### src/rtl/huffman_gen.sv
// Histogram + iterative Huffman code builder: counts a TOTAL-sample frame of
// symbols 1..NSYM, then merges the two smallest groups per cycle to form codes.
module huffman_gen #(
  parameter int NSYM   = 6,
  parameter int TOTAL  = 100,
  parameter int CW     = 8,
  parameter int CODE_W = 8
) (
  input  logic                     clk,
  input  logic                     reset,
  input  logic                     gray_valid,
  input  logic [7:0]               gray_data,
  output logic                     busy,
  output logic                     drop,
  output logic                     CNT_valid,
  output logic [NSYM*CW-1:0]       CNT,
  output logic                     code_valid,
  output logic [NSYM*CODE_W-1:0]   HC,
  output logic [NSYM*CODE_W-1:0]   M
);

  localparam int IW = $clog2(NSYM);
  localparam int LW = $clog2(CODE_W + 1);

  typedef enum logic [1:0] {COUNT, CNT_OUT, BUILD, CODE_OUT} state_t;

  state_t state, state_d;

  logic [CW-1:0]     count     [NSYM];
  logic [CW-1:0]     count_inc [NSYM];
  logic [CW-1:0]     total;
  logic [CW-1:0]     g_cnt     [NSYM];
  logic [IW-1:0]     g_key     [NSYM];
  logic [NSYM-1:0]   g_act;
  logic [IW-1:0]     grp       [NSYM];
  logic [LW-1:0]     len       [NSYM];
  logic [CODE_W-1:0] hc        [NSYM];
  logic [CODE_W-1:0] m         [NSYM];
  logic [IW-1:0]     step;
  logic [IW-1:0]     l1, l2;
  logic              have1, have2;
  logic              in_range, accept, last;

  assign in_range = gray_valid && (gray_data != 8'd0) && (gray_data <= 8'(NSYM));
  assign accept   = (state == COUNT) && in_range;
  assign last     = accept && (total == CW'(TOTAL - 1));
  assign busy     = (state != COUNT);

  always_comb begin
    for (int s = 0; s < NSYM; s++) begin
      count_inc[s] = count[s] + ((accept && gray_data == 8'(s + 1)) ? CW'(1) : CW'(0));
    end
  end

  // Ordering: lower count first; equal counts resolve with the higher key as smaller.
  function automatic logic smaller(input logic [CW-1:0] ca, input logic [IW-1:0] ka,
                                   input logic [CW-1:0] cb, input logic [IW-1:0] kb);
    return (ca < cb) || ((ca == cb) && (ka > kb));
  endfunction

  always_comb begin
    l1    = '0;
    l2    = '0;
    have1 = 1'b0;
    have2 = 1'b0;
    for (int i = 0; i < NSYM; i++) begin
      if (g_act[i]) begin
        if (!have1 || smaller(g_cnt[i], g_key[i], g_cnt[l1], g_key[l1])) begin
          l2    = l1;
          have2 = have1;
          l1    = IW'(i);
          have1 = 1'b1;
        end else if (!have2 || smaller(g_cnt[i], g_key[i], g_cnt[l2], g_key[l2])) begin
          l2    = IW'(i);
          have2 = 1'b1;
        end
      end
    end
  end

  always_comb begin
    state_d = state;
    case (state)
      COUNT:    if (last) state_d = CNT_OUT;
      CNT_OUT:  state_d = BUILD;
      BUILD:    if (step == IW'(NSYM - 2)) state_d = CODE_OUT;
      CODE_OUT: state_d = COUNT;
      default:  state_d = COUNT;
    endcase
  end

  always_ff @(posedge clk or posedge reset) begin
    if (reset) state <= COUNT;
    else       state <= state_d;
  end

  always_ff @(posedge clk or posedge reset) begin
    if (reset) begin
      total      <= '0;
      step       <= '0;
      g_act      <= '0;
      CNT        <= '0;
      HC         <= '0;
      M          <= '0;
      CNT_valid  <= 1'b0;
      code_valid <= 1'b0;
      drop       <= 1'b0;
      for (int s = 0; s < NSYM; s++) begin
        count[s] <= '0;
        g_cnt[s] <= '0;
        g_key[s] <= '0;
        grp[s]   <= '0;
        len[s]   <= '0;
        hc[s]    <= '0;
        m[s]     <= '0;
      end
    end else begin
      CNT_valid  <= 1'b0;
      code_valid <= 1'b0;
      drop       <= busy && in_range;
      case (state)
        COUNT: begin
          if (accept) begin
            total <= total + CW'(1);
            for (int s = 0; s < NSYM; s++) count[s] <= count_inc[s];
          end
          // The published bus includes the final sample's increment.
          if (last) begin
            CNT_valid <= 1'b1;
            for (int s = 0; s < NSYM; s++) CNT[s*CW +: CW] <= count_inc[s];
          end
        end
        CNT_OUT: begin
          step  <= '0;
          g_act <= '1;
          for (int s = 0; s < NSYM; s++) begin
            g_cnt[s] <= count[s];
            g_key[s] <= IW'(s);
            grp[s]   <= IW'(s);
            len[s]   <= '0;
            hc[s]    <= '0;
            m[s]     <= '0;
          end
        end
        BUILD: begin
          step       <= step + IW'(1);
          g_cnt[l2]  <= g_cnt[l2] + g_cnt[l1];
          g_key[l2]  <= (g_key[l1] < g_key[l2]) ? g_key[l1] : g_key[l2];
          g_act[l1]  <= 1'b0;
          for (int s = 0; s < NSYM; s++) begin
            if (grp[s] == l1 || grp[s] == l2) begin
              m[s]   <= m[s] | (CODE_W'(1) << len[s]);
              len[s] <= len[s] + LW'(1);
            end
            if (grp[s] == l1) begin
              hc[s]  <= hc[s] | (CODE_W'(1) << len[s]);
              grp[s] <= l2;
            end
          end
        end
        CODE_OUT: begin
          code_valid <= 1'b1;
          total      <= '0;
          for (int s = 0; s < NSYM; s++) begin
            HC[s*CODE_W +: CODE_W] <= hc[s];
            M[s*CODE_W +: CODE_W]  <= m[s];
            count[s]               <= '0;
          end
        end
        default: ;
      endcase
    end
  end

endmodule

### config.mk
export PLATFORM = sky130hd
export DESIGN_NAME = huffman_gen
export DESIGN_NICKNAME = d
export VERILOG_FILES = /design/src/rtl/huffman_gen.sv
export SDC_FILE = /design/constraint.sdc
export NUM_CORES = 1
export LEC_CHECK = 0
export ABC_AREA = 1
export BUFFER_PORTS_ARGS = -buffer_cell sky130_fd_sc_hd__clkbuf_2
export CAP_MARGIN = 20
export CORE_MARGIN = 2
export CORE_UTILIZATION = 40
export DETAILED_ROUTE_END_ITERATION = 16
export MAX_ROUTING_LAYER = met4
export PLACE_DENSITY = 0.67
export RECOVER_POWER = 25
export SYNTH_ARGS = -nofsm -noshare
export SYNTH_HDL_FRONTEND = slang
export SYNTH_SLANG_ARGS = --single-unit
### constraint.sdc
create_clock -name clk -period 25.3 [get_ports clk]
set_clock_uncertainty 0.1 [all_clocks]
set_input_delay 2.53 -clock clk [delete_from_list [all_inputs] [get_ports clk]]
set_output_delay 2.53 -clock clk [all_outputs]
set_load 0.05 [all_outputs]
==> run_results.csv <==
group,metric,value,unit
logic_synthesis,netlist_instances,2997,
run_status,status,"finished, violations left",
final_layout,drive_above_1_share,11.0,%
power,leakagePower,13.3,nW
routing,antenna_left,0,
setup_path,crit_family,"simple AND/OR/NAND/NOR gates",
die,io_pins,159,
final_layout,final_cell_mix,"688 x nand2_1, 418 x dfrtp_1, 302 x o21ai_0, 292 x inv_1, 217 x a21oi_1",
sta,holdWs,367,ps
setup_path,cp.required,25660,ps
grt,grt_pass1_wl,128,mm
clock_network,clk_latency,600,ps
placed_design,dp_cells,3811,
sta,setup_viol,0,
placed_design,dpl.hpwl,59.8,mm
die,initial_core_util,40.6,%
logic_synthesis,syn-num-nets,3173,
setup_path,cp-start-kind,"flip-flop",
final_layout,nets,3262,
die,die-area,62300,sq um
routing,num_vias,21783,
logic_synthesis,synth_edf_count,0,
sta,finalSetupTns,0,ps
sta,finalCriticalPeriod,15890,ps
sta,tightest_slew,8490,ps
logic_synthesis,async_flop_share,100,%
final_layout,final_core_util,45.6,%
sta,rsz0062_at_grt,"false",
setup_path,critPathMaxStageDelay,780,ps
routing,wl_per_cell,21.3,um
final_layout,final_common_cell,"nand2_1",
sta,worst_slack,9410,ps
setup_path,path_class,"flip-flop to flip-flop",
clock_network,cts_tree,"yes",
run_status,violations,"capacitance limit, slew limit",
routing,wl,83.0,mm
routing,drc,0,
die,die_height,250,um
sta,max_freq,0.0629,GHz
grt,antenna_found_initial,2,
logic_synthesis,ys_types,62,
sta,slew_headroom,-466,%
final_layout,register_area,10500,sq um
final_layout,multi_input_area,11800,sq um
logic_synthesis,yosysSeqAreaShare,43.4,%
clock_network,cts_setup_buffers,0,
routing,firstDrtPassIters,8,
placed_design,port_buffers,158,
setup_path,critPathArrivalTime,16250,ps
logic_synthesis,postSynthAreaPerCell,8.04,sq um
setup_path,path_buf_inv,11,
power,ir_drop,55.6,uV
sta,hold_viol,0,
sta,maxSlewViolCount,444,
setup_path,worstPathMaxFanout,36,
clock_network,cts-root-buf,"clkbuf_16",
placed_design,dp_slack,10030,ps
die,rows,89,
clock_network,holdBufCountCts,0,
logic_synthesis,synth_area,24100,sq um
final_layout,syn_to_final_growth,12.2,%
hold_path,hold_class,"flip-flop to flip-flop",
clock_network,cts_resized,0,
final_layout,fillCellCount,5884,
final_layout,final_cells,3897,
placed_design,gp_congestion,1.04,
grt,grt-ovfl-total,0,
clock_network,htreeDepth,2,
sta,fin_crit_sh,62.8,%
flow_run,cap_violations,5,
logic_synthesis,synth-main-ff-cell,"dfrtp_1",
clock_network,numCtsBuffers,46,
routing,viasPerCell,5.59,
die,die_w,250,um
clock_network,cts.reportedPaths.clkPinSlew,60,ps
setup_path,cp_slowest_cell,"inv_1",
die,core,59400,sq um
setup_path,critical_path.most_common_cell,"nand2_1",
grt,grt.total_usage,27.3,%
clock_network,ctsLongestPathBuffers,3,
setup_path,endpoint_kind,"flip-flop",
clock_network,cts_sinks,418,
logic_synthesis,yosysWarnings,0,
grt,grt_max_degree,171,
grt,first_global_vias,20974,
power,power_density,52.0,nW/um^2
routing,drt_first_iter_violations,2169,
logic_synthesis,synth.ff_latch_count,418,
[cell type report]
| class | instances | area share (%) |
|---|---|---|
| Antenna cell | 2 | 0.0185 |
| Timing Repair Buffer | 180 | 3.49 |
| Clock buffer | 61 | 4.76 |
| Sequential cell | 418 | 38.7 |
| Multi-Input combinational cell | 2120 | 43.8 |
| Clock inverter | 23 | 1.25 |
| Tap cell | 773 | 3.58 |
| Inverter | 320 | 4.45 |
[cell families (layout without fill, tap and decap cells)]
family	after synthesis	count (layout)	synth area share, %
flops	418	418	43.4
fa+ha+maj	165	165	8.59
other cells	0	2	0
buf+inv	459	584	7.53
simple gates	1128	1128	20.1
compound gates	757	757	17.8
xor+xnor	70	70	2.54
[where the power goes]
group | switching [W] | leakage [nW] | internal (W)
combinational | 0.0000149 | 7.09 | 0.00000166
clock | 0.000289 | 0.784 | 0.000432
sequential | 0.000000697 | 5.38 | 0.000669
total | 0.000304 | 13.3 | 0.00110
[synth_stat cells (23+ instances only)]
cell type,count,area share [%]
nand2_1,690,11
dfrtp_1,418,43
o21ai_0,302,6.3
inv_1,293,4.6
a21oi_1,217,4.5
nor2_1,177,2.8
ha_1,164,8.5
nand3_1,126,2.6
clkbuf_1,108,1.7
o22ai_1,94,2.4
xor2_1,59,2.1
nor3_1,55,1.1
o211ai_1,23,0.72
[flip-flops by register name (all words and copies together), names as in the netlist, 8 cells and up]
name   flops
total      8
len       24
HC        48
hc        48
grp       18
g_key     18
count     48
M         48
m         48
CNT       48
g_cnt     48
[path summary, 6_finish.rpt]
check	from	to	slack, ps	cells after the start
setup reg to reg	g_cnt[47]$_DFFE_PP0P_	g_cnt[23]$_DFFE_PP0P_	9410	81
hold reg to reg	M[16]$_DFFE_PP0P_	M[16]$_DFFE_PP0P_	370	2
max in group asynchronous	reset	M[22]$_DFFE_PP0P_	11770	3
setup / recovery	g_cnt[47]$_DFFE_PP0P_	g_cnt[23]$_DFFE_PP0P_	9410	81
min in group asynchronous	reset	g_act[3]$_DFFE_PP0P_	3520	2
hold / removal	M[16]$_DFFE_PP0P_	M[16]$_DFFE_PP0P_	370	2
[per-layer routing]
layer	part of all wire (%)	vias up	global-route usage [%]
li1	-	10243	-
met1	44	10466	37.1
met2	43	851	39.6
met3	7.7	223	5.09
met4	4.9	0	12.3
met5	0	-	-
[tightest hold or removal path, cell delays in order, from the launching register on]
cell	delay [ps]
dfrtp_1	340
nand2_1	50
nand2_1	40
[through the flow]
step | total power, W | instance area, sq um
after detailed placement | 0.000700 | 25400
after global placement | 0.000700 | 25400
after floorplan | 0.000694 | 24100
after global routing | 0.00145 | 27000
final | 0.00141 | 27000
after CTS | 0.00142 | 27100
Note: power is estimated with default switching activity, not from simulation.
